[src/rtl/mostrar_resultado.sv]
// +-----------------------------------------------------------------------------+
// | mostrar_resultado                                                           |
// | Signed 16-bit product -> sequential double-dabble BCD -> 8-digit 7-seg scan |
// | Optional macro: LEADING_ZERO_BLANK_EN (blank leading zeros, floating minus) |
// | Revision: 1.0                                                               |
// +-----------------------------------------------------------------------------+
`default_nettype none

module mostrar_resultado #(
  parameter int REFRESH_DIV = 100000
) (
  input  logic        CLK100MHZ,
  input  logic        reset,
  input  logic [15:0] producto,
  input  logic        valido,
  output logic        ocupado,
  output logic [7:0]  AN,
  output logic [6:0]  SEG,
  output logic        DP
);

  localparam logic [1:0] S_IDLE    = 2'd0;
  localparam logic [1:0] S_CONVERT = 2'd1;
  localparam logic [1:0] S_UPDATE  = 2'd2;

  localparam int CW = (REFRESH_DIV > 1) ? $clog2(REFRESH_DIV) : 1;

  localparam logic [6:0] C_MINUS = 7'b0111111;
  localparam logic [6:0] C_BLANK = 7'b1111111;
  localparam logic [6:0] C_ZERO  = 7'b1000000;

  logic [1:0]      r_state;
  logic [1:0]      w_next;
  logic [16:0]     r_mag;
  logic [19:0]     r_bcd;
  logic [19:0]     w_bcd_adj;
  logic [4:0]      r_cnt;
  logic            r_neg;
  logic [16:0]     w_sext;
  logic [16:0]     w_abs;
  logic [7:0][6:0] r_disp;
  logic [7:0][6:0] w_disp;
  logic [CW-1:0]   r_refresh;
  logic [2:0]      r_idx;
  logic [2:0]      w_idx_next;
  logic            w_wrap;
  logic [7:0]      r_an;
  logic [6:0]      r_seg;

  function automatic logic [6:0] f_seg(input logic [3:0] d);
    case (d)
      4'd0:    f_seg = 7'b1000000;
      4'd1:    f_seg = 7'b1111001;
      4'd2:    f_seg = 7'b0100100;
      4'd3:    f_seg = 7'b0110000;
      4'd4:    f_seg = 7'b0011001;
      4'd5:    f_seg = 7'b0010010;
      4'd6:    f_seg = 7'b0000010;
      4'd7:    f_seg = 7'b1111000;
      4'd8:    f_seg = 7'b0000000;
      4'd9:    f_seg = 7'b0010000;
      default: f_seg = 7'b1111111;
    endcase
  endfunction

  always_ff @(posedge CLK100MHZ or posedge reset) begin
    if (reset) r_state <= S_IDLE;
    else       r_state <= w_next;
  end

  always_comb begin
    w_next = r_state;
    case (r_state)
      S_IDLE:    if (valido) w_next = S_CONVERT;
      S_CONVERT: if (r_cnt == 5'd16) w_next = S_UPDATE;
      S_UPDATE:  w_next = S_IDLE;
      default:   w_next = S_IDLE;
    endcase
  end

  always_comb begin
    ocupado = (r_state != S_IDLE);
  end

  // 17-bit magnitude so that -32768 is representable as +32768
  assign w_sext = {producto[15], producto};
  assign w_abs  = producto[15] ? (~w_sext + 17'd1) : w_sext;

  always_comb begin
    w_bcd_adj = r_bcd;
    for (int i = 0; i < 5; i++) begin
      if (r_bcd[4*i +: 4] >= 4'd5) w_bcd_adj[4*i +: 4] = r_bcd[4*i +: 4] + 4'd3;
    end
  end

  always_ff @(posedge CLK100MHZ or posedge reset) begin
    if (reset) begin
      r_mag <= '0;
      r_bcd <= '0;
      r_cnt <= '0;
      r_neg <= 1'b0;
    end else begin
      case (r_state)
        S_IDLE: if (valido) begin
          r_neg <= producto[15];
          r_mag <= w_abs;
          r_bcd <= '0;
          r_cnt <= '0;
        end
        S_CONVERT: begin
          {r_bcd, r_mag} <= {w_bcd_adj[18:0], r_mag, 1'b0};
          r_cnt          <= r_cnt + 5'd1;
        end
        default: ;
      endcase
    end
  end

`ifdef LEADING_ZERO_BLANK_EN
  logic [2:0] w_msd;

  always_comb begin
    w_msd = 3'd0;
    for (int i = 1; i < 5; i++) begin
      if (r_bcd[4*i +: 4] != 4'd0) w_msd = 3'(i);
    end
    w_disp = {8{C_BLANK}};
    for (int i = 0; i < 5; i++) begin
      if (3'(i) <= w_msd) w_disp[i] = f_seg(r_bcd[4*i +: 4]);
    end
    if (r_neg) w_disp[w_msd + 3'd1] = C_MINUS;
  end
`else
  always_comb begin
    w_disp = {8{C_BLANK}};
    for (int i = 0; i < 5; i++) begin
      w_disp[i] = f_seg(r_bcd[4*i +: 4]);
    end
    if (r_neg) w_disp[5] = C_MINUS;
  end
`endif

  always_ff @(posedge CLK100MHZ or posedge reset) begin
    if (reset) begin
      r_disp    <= {{7{C_BLANK}}, C_ZERO};
    end else if (r_state == S_UPDATE) begin
      r_disp    <= w_disp;
    end
  end

  assign w_wrap     = (r_refresh == CW'(REFRESH_DIV - 1));
  assign w_idx_next = r_idx + 3'd1;

  // AN and SEG advance together so a slot never shows a neighbour's segments
  always_ff @(posedge CLK100MHZ or posedge reset) begin
    if (reset) begin
      r_refresh <= '0;
      r_idx     <= 3'd0;
      r_an      <= 8'b11111110;
      r_seg     <= C_ZERO;
    end else begin
      r_refresh <= w_wrap ? '0 : r_refresh + CW'(1);
      if (w_wrap) begin
        r_idx <= w_idx_next;
        r_an  <= ~(8'd1 << w_idx_next);
        r_seg <= r_disp[w_idx_next];
      end
    end
  end

  assign AN  = r_an;
  assign SEG = r_seg;
  assign DP  = 1'b1;

endmodule

`default_nettype wire

[config.mk]
export PLATFORM = sky130hd
export DESIGN_NAME = mostrar_resultado
export DESIGN_NICKNAME = d
export VERILOG_FILES = /design/src/rtl/mostrar_resultado.sv
export SDC_FILE = /design/constraint.sdc
export NUM_CORES = 1
export LEC_CHECK = 0
export ABC_AREA = 1
export ABC_CLOCK_PERIOD_IN_PS = 10250
export BUFFER_PORTS_ARGS = -buffer_cell sky130_fd_sc_hd__buf_4
export CORE_ASPECT_RATIO = 0.8
export CORE_MARGIN = 5
export CORE_UTILIZATION = 61
export DETAILED_ROUTE_END_ITERATION = 7
export GPL_ROUTABILITY_DRIVEN = 0
export PLACE_DENSITY = 0.87
export SLEW_MARGIN = 30
export SYNTH_ARGS = -nofsm -noshare
export SYNTH_HDL_FRONTEND = slang
export SYNTH_SLANG_ARGS = --single-unit
[constraint.sdc]
create_clock -name CLK100MHZ -period 10.25 [get_ports CLK100MHZ]
set_input_delay 2.05 -clock CLK100MHZ [delete_from_list [all_inputs] [get_ports CLK100MHZ]]
set_output_delay 2.05 -clock CLK100MHZ [all_outputs]
set_load 0.05 [all_outputs]
==> flow_metrics.py <==
metrics = {
    "global_routing": {
        "grt_max_degree": 77,
        "grt_usage_pct": 23.40,
        "grt_first_pass_wirelength_mm": 25.44,
        "overflow": 0,
        "first_global_vias": 5262,
        "antenna_found_initial": 0,
    },
    "timing": {
        "max_freq_mhz": 307.6,
        "finalHoldViolCount": 0,
        "drv_slew": 0,
        "finClkSkew_ns": 0.006541,
        "period_share_pct": 31.72,
        "setup-tns-final_ns": 0,
        "rsz0062_at_grt": "false",
        "finalSetupViolations": 0,
        "relSlewSlack_pct": 48.22,
        "holdWs_ns": 0.4752,
        "worst_slack_ns": 6.999,
        "fin_crit_ns": 3.251,
        "worstMarginPinSlew_ns": 0.7749,
    },
    "routing": {
        "drc": 0,
        "vias": 5797,
        "via_per_inst": 5.661,
        "firstDrtPassIters": 7,
        "drtIter0Drc": 591,
        "routed_wl_mm": 15.03,
        "wl_per_cell_um": 14.68,
        "ant_nets": 0,
    },
    "placed_design": {
        "dp_slack_ns": 6.756,
        "post_dp_cell_area_um2": 6928,
        "io_buffers": 34,
        "dp_hpwl_mm": 10.21,
        "dp.cells": 992,
    },
    "pwr": {
        "p_int_mw": 1.335,
        "p_leak_nw": 3.686,
        "p_comb_share_pct": 34.5,
        "powerDensity_nw_per_um2": 287.8,
        "pwr-share-seq_pct": 36.2,
        "p_clk_share_pct": 29.3,
        "sw_frac_of_total_pct": 38.76,
        "peakVddDrop_v": 0.0001494,
        "power_mw": 2.179,
        "switchingPower_uw": 844.6,
    },
    "clocking": {
        "cts_max_path_buffers": 2,
        "numClockSinks": 116,
        "postCtsHoldBufs": 0,
        "cts_setup_buffers": 0,
        "worstSkewPairLatency_ns": 0.42,
        "tritoncts": "done",
        "clk_pin_slew_ns": 0.06,
        "post_cts_resized": 0,
        "cts_root_buffer": "clkbuf_16",
        "htreeDepth": 4,
        "cts_made_buffers": 17,
    },
    "synthesis": {
        "synth_area_per_cell_um2": 7.909,
        "synth.distinct_cells": 40,
        "ys_top_cells_by_area": "dfrtp_1, dfstp_2, nand2_1",
        "synth_nets": 898,
        "ys_warn_count": 0,
        "yosysTopAreaCellShare_pct": 29.27,
        "synth-seq-cells": 116,
        "syn_inst": 843,
        "syn_area_um2": 6668,
        "synth_top_cell_by_area": "dfrtp_1",
        "seq_area_frac_synth_pct": 44.25,
    },
    "hold_path": {
        "min_path_type": "reg -> reg",
        "hold_depth": 2,
        "hold_end": "SEG[2]",
        "min_from": "SEG[2]",
    },
    "worst_setup_path": {
        "start_kind": "flop",
        "worst-path-max-fanout": 3,
        "end_kind": "output pin",
        "r2r_start": "r_idx[0]",
        "slowest_stage": "dfrtp_1",
        "r2r_end": "SEG[0]",
        "reg2regPathDepth": 9,
        "rrSetupSlack_ns": 7.63,
        "slowest_delay_ns": 0.44,
        "worstPathRequired_ns": 8.20,
        "path_cells": "inv_2 -> nand2_1 -> buf_4",
        "crit_type": "reg -> out",
        "arrival_ns": 1.20,
    },
    "cells_and_area": {
        "drive_above_1_share_pct": 15.34,
        "fin_nets": 922,
        "antenna_cells": 0,
        "final_area_um2": 7571,
        "fin_util_pct": 70.34,
        "layout.cells.non_filler": 1024,
        "synthToLayoutAreaGrowth_pct": 13.55,
    },
    "floorplan": {
        "fp.dieH_um": 103.5,
        "rows": 34,
        "die_width_um": 126.9,
        "core_area_um2": 10760,
        "dieArea_um2": 13130,
        "io_pins": 36,
        "start_util_pct": 61.95,
    },
    "job": {
        "maxCapViolations": 0,
    },
    "outcome": {
        "status": "complete, no violations",
    },
}
[routing by layer]
layer  routed length (um)  part of all wire [%]  GRT usage [%]  up-vias
li1                     -                     -              -     2818
met1                 6987                    46          35.31     2714
met2                 6623                    44          33.72      239
met3                 1156                   7.7          5.967       26
met4                  262                   1.7          6.049        0
met5                    0                     0              0        -
[area by class of cell]
| class | instances | area (um2) |
|---|---|---|
| multi-input combinational | 595 | 3144 |
| clock buffer | 18 | 439.2 |
| timing repair buffer | 35 | 266.5 |
| fill | 794 | 3192 |
| tap | 144 | 180.2 |
| inverter | 102 | 390.4 |
| sequential | 116 | 2950 |
| clock inverter | 14 | 200.2 |
[placed cells by master (no fill, tap or decap), drive strengths merged]
master and instances:
xor2 9, nor2 101, a21oi 51, inv 103
or2 2, clkbuf 18, clkinv 3, o22ai 5
conb 1, o2111ai 1, a31oi 3, clkinvlp 6
bufinv 4, o211ai 18, nand4 7, dfstp 38
dfrtp 78, a22oi 17, o21ai 79, nand3 50
mux2i 2, o221ai 1, nor3 11, buf 35
o31ai 2, ha 36, nand2 199
[power groups by stage]
stage,combinational (mW),clock [mW],sequential [mW]
final,0.751,0.639,0.789
after global routing,0.854,0.663,0.804
after CTS,0.740,0.641,0.782
after detailed placement,0.721,0,0.785
after global placement,0.692,0,0.780
after floorplan,0.596,0,0.734
[state kept, by name, indices dropped and copies added, names as in the netlist]
signal	count
r_idx	3
r_refresh	17
SEG	7
r_mag	17
r_disp	36
r_state	2
r_neg	1
r_bcd	20
AN	8
r_cnt	5
[cell families after synthesis]
logic type               Yosys count  synth area share (%)
buffers and inverters            132                 8.594
flip-flops                       116                 44.25
AND/OR/NAND/NOR                  370                 23.87
XOR/XNOR                           9                 1.182
AO/OA/AOI/OAI                    177                 14.99
other                              1               0.05624
adder cells (fa/ha/maj)           36                 6.755
multiplexers                       2                0.3003
[synth_stat cells, drive strengths merged]
library cell / count
nand2: 199
nor2: 101
inv: 99
o21ai: 79
dfrtp: 78
a21oi: 51
nand3: 50
dfstp: 38
ha: 36
buf: 23
o211ai: 18
a22oi: 17
nor3: 11
xor2: 9
clkbuf: 7
nand4: 7
o22ai: 5
a31oi: 3
clkinv: 3
mux2i: 2
o31ai: 2
or2: 2
conb: 1
o2111ai: 1
o221ai: 1
[worst max-delay path by stage]
stage | end | slack, ns | from | cells past startpoint
finish | ocupado | 7.00 | r_state[1] | 3
global route | r_mag[10] | 6.92 | producto[0] | 8
CTS | ocupado | 7.00 | r_state[1] | 3
detailed placement | r_cnt[3] | 6.76 | reset | 3
global placement | r_cnt[3] | 6.78 | reset | 3
floorplan | AN[0] | 5.19 | reset | 1
[worst max-delay path, delay by kind of cell, from the launching register on]
kind,cells,cell delay [ns]
buf+inv,2,0.29
flops,1,0.44
simple gates,1,0.05
Note: power is estimated with default switching activity, not from simulation.
